[config.mk]
export PLATFORM = sky130hd
export DESIGN_NAME = melody_sequencer
export DESIGN_NICKNAME = d
export VERILOG_FILES = /design/src/rtl/melody_sequencer.sv
export SDC_FILE = /design/constraint.sdc
export NUM_CORES = 1
export LEC_CHECK = 0
export ABC_CLOCK_PERIOD_IN_PS = 9200
export BUFFER_PORTS_ARGS = -buffer_cell sky130_fd_sc_hd__clkbuf_2
export CAP_MARGIN = 25
export CORE_MARGIN = 2
export CORE_UTILIZATION = 30
export DETAILED_ROUTE_END_ITERATION = 6
export PLACE_DENSITY = 0.49
export SETUP_SLACK_MARGIN = 0.15
export SLEW_MARGIN = 20
export SYNTH_ARGS = -nofsm -noshare
export SYNTH_HDL_FRONTEND = slang
export SYNTH_SLANG_ARGS = --single-unit
[constraint.sdc]
create_clock -name iCLK -period 9.2 [get_ports iCLK]
set_input_delay 1.84 -clock iCLK [delete_from_list [all_inputs] [get_ports iCLK]]
set_output_delay 1.84 -clock iCLK [all_outputs]
set_load 0.005 [all_outputs]
[src/rtl/melody_sequencer.sv]
// melody_sequencer: programmable note sequencer feeding the square-wave
// tone generator. A writable table of {half-period, duration, last} entries
// is stepped through on a TICK_DIV-clock time unit.
// Optional macro SEQ_GAP_EN inserts a GAP_CYCLES-long silent gap between
// consecutive notes (including the loop wrap back to entry 0).
module melody_sequencer #(
  parameter int DEPTH      = 16,
  parameter int PERIOD_W   = 21,
  parameter int DUR_W      = 4,
  parameter int TICK_DIV   = 12_500_000,
  parameter int GAP_CYCLES = 1_250_000
) (
  input  logic                     iCLK,
  input  logic                     iRST_N,
  input  logic                     iWR_EN,
  input  logic [$clog2(DEPTH)-1:0] iWR_ADDR,
  input  logic [PERIOD_W-1:0]      iWR_PERIOD,
  input  logic [DUR_W-1:0]         iWR_DUR,
  input  logic                     iWR_LAST,
  input  logic                     iSTART,
  input  logic                     iSTOP,
  input  logic                     iLOOP,
  output logic [PERIOD_W-1:0]      oHALF_PERIOD,
  output logic                     oTONE_EN,
  output logic [$clog2(DEPTH)-1:0] oNOTE_IDX,
  output logic                     oBUSY,
  output logic                     oDONE
);

  localparam int IDX_W  = $clog2(DEPTH);
  localparam int TICK_W = (TICK_DIV > 1) ? $clog2(TICK_DIV) : 1;
  localparam logic [TICK_W-1:0] TICK_MAX = TICK_W'(TICK_DIV - 1);
  localparam logic [IDX_W-1:0]  IDX_MAX  = IDX_W'(DEPTH - 1);

  typedef enum logic [1:0] {
    S_IDLE = 2'd0,
    S_PLAY = 2'd1,
    S_GAP  = 2'd2
  } state_t;

  // note table (not reset; contents undefined until written)
  logic [PERIOD_W-1:0] r_tab_period [DEPTH];
  logic [DUR_W-1:0]    r_tab_dur    [DEPTH];
  logic                r_tab_last   [DEPTH];

  state_t              r_state, w_state_nxt;
  logic [TICK_W-1:0]   r_tick,  w_tick_nxt;
  logic [DUR_W:0]      r_dur,   w_dur_nxt;
  logic [IDX_W-1:0]    r_idx,   w_idx_nxt;
  logic [PERIOD_W-1:0] r_half,  w_half_nxt;
  logic                r_tone,  w_tone_nxt;
  logic                r_done,  w_done_nxt;

`ifdef SEQ_GAP_EN
  localparam int GAP_W = (GAP_CYCLES > 1) ? $clog2(GAP_CYCLES) : 1;
  localparam logic [GAP_W-1:0] GAP_MAX = GAP_W'(GAP_CYCLES - 1);
  logic [GAP_W-1:0]    r_gap, w_gap_nxt;
`endif

  // Entry-0 period as seen by a start in the same cycle as a write to it:
  // the fresh write data wins so playback uses the new value.
  logic [PERIOD_W-1:0] w_p0;
  logic [DUR_W-1:0]    w_cur_dur;
  logic [DUR_W:0]      w_eff_dur;
  logic [DUR_W:0]      w_dur_inc;
  logic                w_tick_wrap;
  logic                w_note_end;
  logic                w_is_last;
  logic [IDX_W-1:0]    w_idx_inc;
  logic [IDX_W-1:0]    w_nidx;
  logic [PERIOD_W-1:0] w_nper;

  assign w_p0        = (iWR_EN && (iWR_ADDR == '0)) ? iWR_PERIOD : r_tab_period[0];
  assign w_cur_dur   = r_tab_dur[r_idx];
  assign w_eff_dur   = (w_cur_dur == '0) ? (DUR_W+1)'(1) : {1'b0, w_cur_dur};
  assign w_dur_inc   = r_dur + 1'b1;
  assign w_tick_wrap = (r_tick == TICK_MAX);
  assign w_note_end  = w_tick_wrap && (w_dur_inc >= w_eff_dur);
  assign w_is_last   = r_tab_last[r_idx] || (r_idx == IDX_MAX);
  assign w_idx_inc   = r_idx + 1'b1;
  assign w_nidx      = w_is_last ? '0 : w_idx_inc;
  assign w_nper      = r_tab_period[w_nidx];

  // table write port; only open while idle so playback never sees a change
  always_ff @(posedge iCLK) begin
    if (r_state == S_IDLE && iWR_EN) begin
      r_tab_period[iWR_ADDR] <= iWR_PERIOD;
      r_tab_dur[iWR_ADDR]    <= iWR_DUR;
      r_tab_last[iWR_ADDR]   <= iWR_LAST;
    end
  end

  // next-state, counters and registered output values
  always_comb begin
    w_state_nxt = r_state;
    w_tick_nxt  = r_tick;
    w_dur_nxt   = r_dur;
    w_idx_nxt   = r_idx;
    w_half_nxt  = r_half;
    w_tone_nxt  = r_tone;
    w_done_nxt  = 1'b0;
`ifdef SEQ_GAP_EN
    w_gap_nxt   = r_gap;
`endif
    case (r_state)
      S_IDLE: begin
        if (iSTART && !iSTOP) begin
          w_state_nxt = S_PLAY;
          w_tick_nxt  = '0;
          w_dur_nxt   = '0;
          w_idx_nxt   = '0;
          w_half_nxt  = w_p0;
          w_tone_nxt  = (w_p0 != '0);
        end
      end
      S_PLAY: begin
        if (iSTOP) begin
          w_state_nxt = S_IDLE;
          w_tick_nxt  = '0;
          w_dur_nxt   = '0;
          w_idx_nxt   = '0;
          w_half_nxt  = '0;
          w_tone_nxt  = 1'b0;
        end else if (w_note_end) begin
          w_tick_nxt = '0;
          w_dur_nxt  = '0;
          if (w_is_last && !iLOOP) begin
            w_state_nxt = S_IDLE;
            w_idx_nxt   = '0;
            w_half_nxt  = '0;
            w_tone_nxt  = 1'b0;
            w_done_nxt  = 1'b1;
          end else begin
            w_idx_nxt = w_nidx;
`ifdef SEQ_GAP_EN
            w_state_nxt = S_GAP;
            w_gap_nxt   = '0;
            w_half_nxt  = '0;
            w_tone_nxt  = 1'b0;
`else
            w_half_nxt  = w_nper;
            w_tone_nxt  = (w_nper != '0);
`endif
          end
        end else if (w_tick_wrap) begin
          w_tick_nxt = '0;
          w_dur_nxt  = w_dur_inc;
        end else begin
          w_tick_nxt = r_tick + 1'b1;
        end
      end
`ifdef SEQ_GAP_EN
      S_GAP: begin
        if (iSTOP) begin
          w_state_nxt = S_IDLE;
          w_idx_nxt   = '0;
          w_half_nxt  = '0;
          w_tone_nxt  = 1'b0;
        end else if (r_gap == GAP_MAX) begin
          // index already points at the upcoming entry
          w_state_nxt = S_PLAY;
          w_tick_nxt  = '0;
          w_dur_nxt   = '0;
          w_half_nxt  = r_tab_period[r_idx];
          w_tone_nxt  = (r_tab_period[r_idx] != '0);
        end else begin
          w_gap_nxt = r_gap + 1'b1;
        end
      end
`endif
      default: begin
        w_state_nxt = S_IDLE;
        w_idx_nxt   = '0;
        w_half_nxt  = '0;
        w_tone_nxt  = 1'b0;
      end
    endcase
  end

  // state and output registers
  always_ff @(posedge iCLK or negedge iRST_N) begin
    if (!iRST_N) begin
      r_state <= S_IDLE;
      r_tick  <= '0;
      r_dur   <= '0;
      r_idx   <= '0;
      r_half  <= '0;
      r_tone  <= 1'b0;
      r_done  <= 1'b0;
`ifdef SEQ_GAP_EN
      r_gap   <= '0;
`endif
    end else begin
      r_state <= w_state_nxt;
      r_tick  <= w_tick_nxt;
      r_dur   <= w_dur_nxt;
      r_idx   <= w_idx_nxt;
      r_half  <= w_half_nxt;
      r_tone  <= w_tone_nxt;
      r_done  <= w_done_nxt;
`ifdef SEQ_GAP_EN
      r_gap   <= w_gap_nxt;
`endif
    end
  end

  assign oHALF_PERIOD = r_half;
  assign oTONE_EN     = r_tone;
  assign oNOTE_IDX    = r_idx;
  assign oBUSY        = (r_state != S_IDLE);
  assign oDONE        = r_done;

endmodule

Word-level counts from Yosys, hierarchy flattened
Memories as Yosys holds them, arrays and structs flattened.
Cells that the tools add are included.
Cells by class
  reductions and logical operators: 19
  muxes and demuxes: 39
  order comparisons: 1
  add/sub/neg operators: 3
  eq/ne operators: 7
Operator list (count)
  21-bit 2-to-1 mux: 5
  24-bit 2-to-1 mux: 4
  24-bit one-hot mux with 2 select lines: 1
  21-bit one-hot mux with 2 select lines: 1
  21-bit nonzero test: 2
  24-bit by 1-bit adder with 24-bit output (second input constant): 1
  24-bit equality test (second input constant): 1
  4-bit 2-to-1 mux: 6
  5-bit 2-to-1 mux: 4
  1-bit 2-to-1 mux: 10
  5-bit one-hot mux with 2 select lines: 1
  4-bit zero test: 2
  2-bit 2-to-1 mux: 4
  4-bit one-hot mux with 2 select lines: 1
  3-bit inequality test (second input constant): 2
  3-bit AND reduction: 2
  5-bit by 1-bit adder with 5-bit output (second input constant): 1
  5-bit by 4-bit greater-or-equal comparator with 1-bit output: 1
  1-bit logical AND: 5
  4-bit by 1-bit adder with 4-bit output (second input constant): 1
  4-bit equality test (second input constant): 1
  4-bit inequality test (second input constant): 1
  2-bit one-hot mux with 2 select lines: 1
  2-bit AND reduction: 2
  7 further kinds: 9
Storage, ports and cells
  output and inout port bits: 28
  word-level logic and storage cells: 79
  memories: 3
  bits of input ports: 36
  RAM bits: 416
  register bits after elaboration: 58
Memories
  r_tab_period: words 16, width 21, rd ports 2, clocked after Yosys merged registers in 0, wr ports 1, line 42  | logic [PERIOD_W-1:0] r_tab_period [DEPTH];
  r_tab_dur: words 16, width 4, rd ports 1, clocked after Yosys merged registers in 0, wr ports 1, line 43  | logic [DUR_W-1:0] r_tab_dur [DEPTH];
  r_tab_last: words 16, width 1, rd ports 1, clocked after Yosys merged registers in 0, wr ports 1, line 44  | logic r_tab_last [DEPTH];

Logic depth before layout (Yosys ltp)
Gate-level depths: netlist of the first run.
An unclocked memory read counts as a cell.
  word-level depth: 9
  gate-level depth with buffers: 21
  mapped depth without buffers: 16

Least setup slack after synthesis of the first run
Ideal clock, no wire load.
  path kind: register to register
  start point: reg r_idx[0], in the netlist oNOTE_IDX[0]
  end point: reg r_idx[1], in the netlist oNOTE_IDX[1]
  cell stages (with the launch flop): 19
  library setup time: 0.095 ns
  buffers on the path: 6
  data arrival time: 4.846 ns
  path slack: 4.259 ns
  cell sequence: dfrtp_1 > buf_6 > buf_2 > buf_1 > clkbuf_1 > mux4_2 > mux4_2 > a31o_2 > ha_1 > nand2b_1 > a21o_1 > a21o_1 > a211o_1 > a21oi_1 > or2_2 > clkbuf_1 > clkbuf_1 > nand2_1 > o31ai_1
Between the ends
  word-level cells in the longest chain between the ends: 7
RTL lines
  from (decl): line 49  | logic [IDX_W-1:0] r_idx, w_idx_nxt;
  from (signal assigned): line 197  | r_idx <= w_idx_nxt;
  memory read 16 x 4 bit, or another cell as far along
  4-bit zero test or 1-bit logical OR (tied branches): line 75, 79
  4-bit 2-to-1 mux, or another cell as far along: line 75  | assign w_eff_dur = (w_cur_dur == '0) ? (DUR_W+1)'(1) : {1'b0, w_cur_dur};
  5-bit by 4-bit greater-or-equal comparator with 1-bit output or 4-bit 2-to-1 mux (tied branches): line 78, 127
  1-bit logical AND or 4-bit 2-to-1 mux (tied branches): line 78, 124
  3-bit inequality test (no source line) or 4-bit 2-to-1 mux (tied branches)
  2-bit AND reduction (no source line) or 4-bit one-hot mux with 2 select lines (tied branches)
Several ways; a longest one is shown, not always the timed one. The select of a mux whose other input is x is not followed.
A chain may end at the register's enable or synchronous reset.

Worst setup path in the final report of the first run
  start point: reg r_idx[0], in the netlist oNOTE_IDX[0]
  end point: reg r_tone, in the netlist oTONE_EN
Between the ends
  word-level cells in the longest chain between the ends: 9
RTL lines
  memory read 16 x 1 bit or 4-bit equality test (tied branches)
  1-bit logical OR: line 79  | assign w_is_last = r_tab_last[r_idx] || (r_idx == IDX_MAX);
  4-bit 2-to-1 mux: line 81  | assign w_nidx = w_is_last ? '0 : w_idx_inc;
  memory read 16 x 21 bit
  21-bit nonzero test: line 142  | w_tone_nxt = (w_nper != '0);
  1-bit 2-to-1 mux: line 127  | if (w_is_last && !iLOOP) begin
  1-bit 2-to-1 mux: line 124  | end else if (w_note_end) begin
  1-bit 2-to-1 mux: line 117  | if (iSTOP) begin
  1-bit one-hot mux with 2 select lines: line 105  | case (r_state)
  to (signal assigned): line 199  | r_tone <= w_tone_nxt;
  to (decl): line 51  | logic r_tone, w_tone_nxt;
Several ways; a longest one is shown, not always the timed one. The select of a mux whose other input is x is not followed.

==> reports/results.txt, run 1 <==
Status: finished, final reports clean
Cell variety after synth: 89
CP Buf/Inv Count: 2
Largest net degree at the start of global routing: 58
Slew headroom: 38.6%
Crit path launch type: flip-flop
Async set-reset flop share out of synthesis: 12.1%
Total stage count of the critical path: 16
Critical path peak fanout: 47
Port Buffer Count: 63
Die area: 68,100 um^2
Starting Density: 30.2%
Clock Tree Root: clkbuf_16
Main area contributors after synthesis: edfxtp_1, dfrtp_1, mux2i_1
Hold WS: 486 ps
Setup CP Type: reg -> reg
H-tree levels: 2
Clock sinks: 473
Met1 Track Usage GR: 24.1%
Setup tns final: 0 ps
Grt total ovfl: 0
#FFs+latches synth: 473
CTS Buf Count: 50
Worst Hold Class: reg -> reg
GP Congestion: 0.785
Worst-Skew Late Latency: 620 ps
Sw power: 0.00109 W
MaxCap Viol Count: 0
Prevailing post-synth register cell: edfxtp_1
First-pass GRT wire length: 87,100 um
Initial DRC count: 1,170
Crit end category: flip-flop
Post-synthesis net count: 1,405
Longest Clk Path Bufs: 3
Initial antenna violation count: 2
Critical Path RT: 9730 ps
Leak: 7.67 nW
Site Rows: 94
Die Wd: 261 um
Clk pwr share: 43.7%
Dpl ws: 3550 ps
Layout cells sized above 1: 17.9%
Routed Antenna Nets: 0
Final Max Tran Viols: 0
Synth Cell Area: 19,800 um^2
Maximum VDD drop: 0.000123 V
Largest area contributor in the netlist: edfxtp_1
CP Cell Sequence: buf_4 -> mux4_2 -> mux4_2 -> inv_1 -> a31o_2 -> ha_1 -> nand2b_1 -> a21o_1 -> a21o_1 -> a211o_1 -> a21oi_1 -> or2_2 -> nor2_1 -> nor4b_1 -> nand4_1 -> o31a_1
Post-CTS Setup Repair Bufs: 0
Drt pass-1 iters: 7
M2 GR Usage: 28.8%
Top cell types by occurrence after synthesis: edfxtp_1, nand2_1, mux2i_1, nor2_1, o21ai_0
Vias per Instance: 5.31
Switching share of power: 22.7%
Syn avg cell area: 14.5 um^2
Vert. Die Dim: 261 um
Gates resized, CTS repair: 0
Number of global-route vias before repair: 12,400
Post-route minimum period: 5620 ps
HPWL Detailed: 35,100 um
Critical path's slowest cell: dfrtp_4
Fin cells: 2,347
Hold-fix buffers at CTS: 0
Max Clock Freq: 178 MHz
Comb pwr share: 6.1%
Period Utilization, post-route: 61.1%
Sequential area share after synthesis: 70.3%
Most frequent cell after synthesis: edfxtp_1
Grt met3 use: 2.93%
Setup violators final: 0
# placed instances: 2,252
Total global-route track usage: 17.6%
Drt wl/cell: 25.5 um
Slowest Stage Delay on Critical Path: 950 ps
Sequential Power Share: 50.3%
Routed WL: 59,800 um
PwrDens: 207 nW/um^2
Yosys warns: 0
CP arrival: 6150 ps
Clk slew on worst S/H paths: 60 ps
Area Overhead vs Synth: 16.2%
DRC violations left: 0
Post-synthesis cell count: 1,362
Post-synth EDFFs: 416
Worst Skew: 33.9 ps
Io pins: 64
Core box area: 65,500 um^2
Post-synth top area share: 63.1%
Worst Max-Slew Pin Slew: 920 ps
Busiest grt layer: met2
Hold Fails Final Rpt: 0
Reg2reg path depth: 16
N_diodes: 0
CTS tree: done
Worst hold path depth: 2
Via Count: 12,500
CP delay by family, top: compound AO/OA/AOI/OAI gates
Fin worst setup slack: 3580 ps
RSZ-0062 raised after global routing: false
Final nets: 1,484
Int Pwr: 0.00369 W
state kept, by name, indices dropped and copies added (netlist names):
register	cells
r_tab_period	336
r_tab_dur	64
oNOTE_IDX	4
oTONE_EN	1
oDONE	1
r_dur	5
oHALF_PERIOD	21
r_tick	24
r_state	1
r_tab_last	16
path summary, 6_finish.rpt:
| path | end | slack [ps] | from |
|---|---|---|---|
| worst max-delay path | oTONE_EN | 3580 | oNOTE_IDX[0] |
| worst min-delay path | oHALF_PERIOD[7] | 490 | oHALF_PERIOD[7] |
| worst max register to register | oTONE_EN | 3580 | oNOTE_IDX[0] |
| worst min register to register | oHALF_PERIOD[7] | 490 | oHALF_PERIOD[7] |
| max in group asynchronous | oNOTE_IDX[0] | 7120 | iRST_N |
| min in group asynchronous | r_tick[3] | 1410 | iRST_N |
layout by cell type (no fill, tap or decap), types with 20 or more instances in the layout:
master	n
a211oi_1	22
a21oi_1	43
and3_1	21
buf_4	36
clkbuf_16	52
clkbuf_2	62
dfrtp_1	55
edfxtp_1	416
mux2i_1	90
nand2_1	147
nand3_1	36
nor2_1	64
o21ai_0	61
o221ai_1	26
o22ai_1	20
per-layer routing:
layer | part of all wire [%] | vias up | routed length (um)
met2 | 48 | 411 | 28500
met1 | 44 | 6455 | 26300
met3 | 6.2 | 79 | 3710
met5 | 0.018 | - | 11
li1 | - | 5520 | -
met4 | 2.2 | 2 | 1310
worst register-to-register path, stage by stage, from the launching register on:
cell	delay, ps
dfrtp_4	950
buf_4	630
mux4_2	590
mux4_2	500
inv_1	110
a31o_2	170
ha_1	210
nand2b_1	140
a21o_1	170
a21o_1	170
a211o_1	310
a21oi_1	430
or2_2	640
nor2_1	160
nor4b_1	180
nand4_1	70
o31a_1	140
logic make-up (layout without fill, tap and decap cells):
logic type,Yosys count,in the layout,synth area share (%)
AOI/OAI and AO/OA,307,307,11.2
muxes,118,118,7.16
adders and majority gates,7,7,0.442
buffers and inverters,84,205,1.95
xor gates and xnor gates,6,6,0.265
and+or+nand+nor,367,367,8.74
DFF,473,473,70.3
power by group through the flow:
stage	sequential [W]	clock [W]	combinational (W)
after floorplan	0.00243	0	0.000160
after global placement	0.00244	0	0.000288
after detailed placement	0.00245	0	0.000292
after CTS	0.00240	0.00212	0.000292
after global routing	0.00240	0.00221	0.000315
final	0.00240	0.00209	0.000289
final cells by class:
| type | count | area [um^2] |
|---|---|---|
| Clock inverter | 25 | 259 |
| Fill cell | 6186 | 42500 |
| Clock buffer | 69 | 1460 |
| Multi-Input combinational cell | 805 | 5650 |
| Inverter | 10 | 37.5 |
| Sequential cell | 473 | 13900 |
| Timing Repair Buffer | 101 | 608 |
| Tap cell | 864 | 1080 |
through the flow:
step | power (W) | util [%] | area [um^2]
floorplan | 0.00259 | - | 19800
global placement | 0.00273 | 32.5 | 21300
detailed placement | 0.00274 | 32.5 | 21300
CTS | 0.00482 | 35.1 | 23000
global route | 0.00493 | 35.1 | 23000
finish | 0.00478 | 35.1 | 23000
Note: power is estimated with default switching activity, not from simulation.
==> run 2: changes to the inputs <==
Settings changed: ABC_CLOCK_PERIOD_IN_PS 9200 to 4500, PLACE_DENSITY 0.49 to 0.51.
Clock period 9.2 ns to 4.5 ns, I/O delays scaled along.
==> reports/results.txt, run 2 (synthesis results as in run 1) <==
Status: finished, final reports clean
Commonest non-fill, non-tap cell in the layout: edfxtp_1
Commonest non-fill, non-tap cells in the layout: edfxtp_1, nand2_1, buf_4
Clock Tree Root: clkbuf_16
Drt wl/cell: 25.4 um
Post-Route Utilization: 35.7%
Leak: 7.93 nW
Number of global-route vias before repair: 12,600
Routed Antenna Nets: 0
Core box area: 65,500 um^2
Vert. Die Dim: 261 um
Largest net degree at the start of global routing: 45
Clk slew on worst S/H paths: 70 ps
Via Count: 12,800
N_diodes: 0
Max Clock Freq: 243 MHz
Top reg by flops: r_tab_period
# fillers: 6,219
Initial antenna violation count: 2
Grt total ovfl: 0
Setup tns final: 0 ps
Reg2reg path depth: 15
H-tree levels: 2
CP arrival: 4630 ps
GP Congestion: 0.873
Finished layout cell area: 23,400 um^2
Regs by FF count: r_tab_period x336, r_tab_dur x64, r_tick x24
Setup violators final: 0
MaxCap Viol Count: 0
DRC violations left: 0
Vias per Instance: 5.32
Worst Skew: 41.2 ps
Crit path launch type: flip-flop
Routed WL: 60,900 um
Hold Fails Final Rpt: 0
Total global-route track usage: 17.8%
PwrDens: 416 nW/um^2
Slew headroom: 38.5%
RSZ-0062 raised after global routing: false
First-pass GRT wire length: 88,300 um
Setup CP Type: reg -> reg
Hold-fix buffers at CTS: 0
Critical path peak fanout: 10
Crit end category: flip-flop
Area Overhead vs Synth: 18.2%
Worst-Skew Late Latency: 630 ps
Period Utilization, post-route: 91.4%
Maximum VDD drop: 0.000238 V
Die area: 68,100 um^2
Clock sinks: 473
Layout cells sized above 1: 20.4%
CTS Buf Count: 48
Worst Max-Slew Pin Slew: 920 ps
Io pins: 64
Hold WS: 326 ps
Fin cells: 2,400
Worst Hold Class: in -> async
Site Rows: 94
Placed cell areas: 21,700 um^2
Port Buffer Count: 63
Longest Clk Path Bufs: 3
Post-route minimum period: 4110 ps
Final nets: 1,540
Die Wd: 261 um
HPWL Detailed: 38,100 um
# placed instances: 2,304
Final Max Tran Viols: 0
CTS tree: done
Initial DRC count: 1,133
Drt pass-1 iters: 5
Starting Density: 30.2%
Critical Path RT: 5020 ps
Max reg flops: 336
[run 2: critical path, cell delays in order (launching register included)]
cell and delay [ps]:
dfrtp_4 500, buf_4 140, mux4_2 490, mux4_2 470, a31o_2 230, ha_1 260, nand2b_1 90, a21o_1 110
a21o_1 110, a211o_1 180, a21oi_2 120, or2_2 350, nor2_1 140, nor4b_1 390, nand4_1 140, o31a_1 320
[run 2: final cells by class]
type | instances | area (um^2) | area share (%)
sequential | 473 | 13900 | 59.5
clock buffer | 57 | 1280 | 5.49
timing repair buffer | 159 | 1070 | 4.59
multi-input combinational | 805 | 5640 | 24.1
tap | 864 | 1080 | 4.62
inverter | 10 | 37.5 | 0.160
clock inverter | 32 | 375 | 1.60
[run 2: through the flow]
stage,worst slack (ps),power [W]
after floorplan,161,0.00530
after CTS,288,0.00980
final,388,0.00973
after global placement,303,0.00562
after detailed placement,261,0.00563
after global routing,215,0.0100
[run 2: what timing repair did]
item | in CTS | in global routing
gates resized for setup | 0 | 0
buffers inserted | 0 | 7
endpoints found under the setup margin | 0 | 2
[run 2: routing by layer]
metal,GRT usage [%],up-vias,part of all wire [%]
met2,29.0,510,47
met1,24.0,6512,43
li1,-,5630,-
met3,3.51,109,7.4
met5,0,-,0.038
met4,5.84,4,2.8
[run 2: path summary, 6_finish.rpt]
kind | startpoint | endpoint | slack (ps)
max in group asynchronous | iRST_N | oHALF_PERIOD[7] | 3170
min | iRST_N | r_dur[0] | 330
max reg2reg | oNOTE_IDX[0] | oTONE_EN | 390
min reg2reg | oHALF_PERIOD[4] | oHALF_PERIOD[4] | 490
min in group iCLK | iSTOP | r_state[0] | 470
max | oNOTE_IDX[0] | oTONE_EN | 390
[run 2: power breakdown]
group	switching [W]	internal, W
logic	0.000419	0.000221
clock network	0.00179	0.00240
registers	0.0000494	0.00485
total	0.00226	0.00748
==> run 3: changes to the inputs <==
Settings changed: CORE_MARGIN 2 to unset, REMOVE_ABC_BUFFERS set to 1.
==> reports/results.txt, run 3 (synthesis results as in run 1) <==
Top layer used by detailed routing: met5
Area used by multi-input combinational logic: 5760 um^2
HPWL Detailed: 38,400 um
Setup violators final: 0
CP arrival: 4740 ps
Post-route minimum period: 4250 ps
Worst-Skew Late Latency: 610 ps
MaxCap Viol Count: 0
Reg2reg path depth: 14
Setup tns final: 0 ps
RSZ-0062 raised after global routing: true
Clk pwr share: 42.6%
Max reg flops: 336
Crit path launch: oNOTE_IDX[0]
Routed Antenna Nets: 0
Slew headroom: 33.7%
Worst Max-Slew Pin Slew: 988 ps
Worst Hold Class: in -> async
Commonest non-fill, non-tap cell in the layout: edfxtp_1
Pwr Total: 0.00968 W
Io pins: 64
Sequential Power Share: 50.6%
Top reg by flops: r_tab_period
Register Area: 13,900 um^2
Drt wl/cell: 25.4 um
# fillers: 6,178
Post-Route Utilization: 36.3%
H-tree levels: 2
Status: finished, final reports clean
Final nets: 1,536
Switching share of power: 23.0%
Crit path launch type: flip-flop
Core box area: 64,800 um^2
Site Rows: 93
Vert. Die Dim: 259 um
Vias per Instance: 5.36
Setup CP Type: reg -> reg
Crit end category: flip-flop
Worst R2R Setup Slack: 250 ps
Drt pass-1 iters: 5
Worst R2R End: oTONE_EN
Finished layout cell area: 23,500 um^2
Die Wd: 259 um
Met2 WL: 28,100 um
Placed cell areas: 21,700 um^2
N_diodes: 0
Critical path destination: oTONE_EN
CTS Buf Count: 50
Dpl ws: -113 ps
Sw power: 0.00223 W
Worst Skew: 31.3 ps
Commonest non-fill, non-tap cells in the layout: edfxtp_1, nand2_1, mux2i_1
Clock Tree Root: clkbuf_16
PwrDens: 412 nW/um^2
First-pass GRT wire length: 88,100 um
Initial DRC count: 1,242
Total global-route track usage: 18.1%
Initial antenna violation count: 1
Clk slew on worst S/H paths: 60 ps
Regs by FF count: r_tab_period x336, r_tab_dur x64, r_tick x24
Area Overhead vs Synth: 18.7%
Layout cells sized above 1: 20.9%
CTS tree: done
GP Congestion: 0.806
Number of global-route vias before repair: 12,700
Max Clock Freq: 235 MHz
Critical Path RT: 4990 ps
Largest net degree at the start of global routing: 58
DRC violations left: 0
Maximum VDD drop: 0.000245 V
Die area: 67,100 um^2
Routed WL: 60,800 um
Period Utilization, post-route: 94.5%
Int Pwr: 0.00745 W
Fin worst setup slack: 247 ps
WL met1: 26,800 um
Starting Density: 30.6%
Hold-fix buffers at CTS: 0
Via Count: 12,800
Grt total ovfl: 0
Comb pwr share: 6.7%
Length of routed met3 wiring: 4340 um
Worst r2r src: oNOTE_IDX[0]
Clock sinks: 473
Leak: 7.96 nW
Final Max Tran Viols: 0
Critical path peak fanout: 29
Port Buffer Count: 63
Hold Fails Final Rpt: 0
Longest Clk Path Bufs: 3
==> run 3: cell count changes in the layout (fill, tap and decap cells not counted), sizes merged <==
cell / previous run / this run
clkbuf: 119 / 121
bufinv: 6 / 4
clkinv: 22 / 27
buf: 97 / 90
o2bb2ai: 2 / 3
==> run 3: power by group through the flow <==
stage                     logic, W  clock network [W]  registers [W]
after floorplan           0.000290                  0        0.00499
after global placement    0.000625                  0        0.00500
after detailed placement  0.000635                  0        0.00500
after CTS                 0.000650            0.00421        0.00490
after global routing      0.000699            0.00437        0.00491
final                     0.000651            0.00412        0.00490
==> run 3: worst min-delay path by stage <==
stage                       end  cells after the start
6_report              r_tick[2]                      1
5_1_grt        oHALF_PERIOD[17]                      2
4_1_cts        oHALF_PERIOD[13]                      2
3_5_place_dp   oHALF_PERIOD[13]                      2
3_3_place_gp   oHALF_PERIOD[16]                      2
2_1_floorplan        r_tick[13]                      1
==> run 3: layer usage <==
layer | global-route usage, % | vias up
li1 | - | 5648
met1 | 25.1 | 6596
met2 | 28.5 | 458
met3 | 3.60 | 98
met4 | 5.62 | 2
met5 | 0 | -
==> run 3: layout make-up <==
cell class / instances / area share, %
multi-input combinational: 806 / 24.5
inverter: 10 / 0.160
sequential: 473 / 59.2
clock buffer: 59 / 5.73
timing repair buffer: 152 / 4.60
tap: 855 / 4.55
clock inverter: 35 / 1.26
==> run 3: what timing repair did <==
item                                    in CTS  in global routing
resized for setup                           17                  5
pin swaps                                    4                  1
setup buffers                                3                  0
endpoints found under the setup margin       1                 11
gates cloned                                 1                  0
endpoints found under the hold margin        0                  0
==> run 3: critical path, cell delays in order (launching register included) <==
cell	delay, ps
dfrtp_4	550
buf_4	210
buf_4	220
ha_1	280
or3b_4	430
o22ai_4	270
o211a_4	290
nor2_4	60
buf_12	180
a211oi_1	240
a211oi_1	70
or4_1	560
nor4b_2	290
nand4_1	170
o31a_1	320
==> run 3: stage by stage <==
step | cells | hold WS [ps]
after floorplan | 1288 | 443
after global placement | 2292 | 468
after detailed placement | 2292 | 470
after CTS | 2390 | 485
after global routing | 2390 | 502
final | 2390 | 462
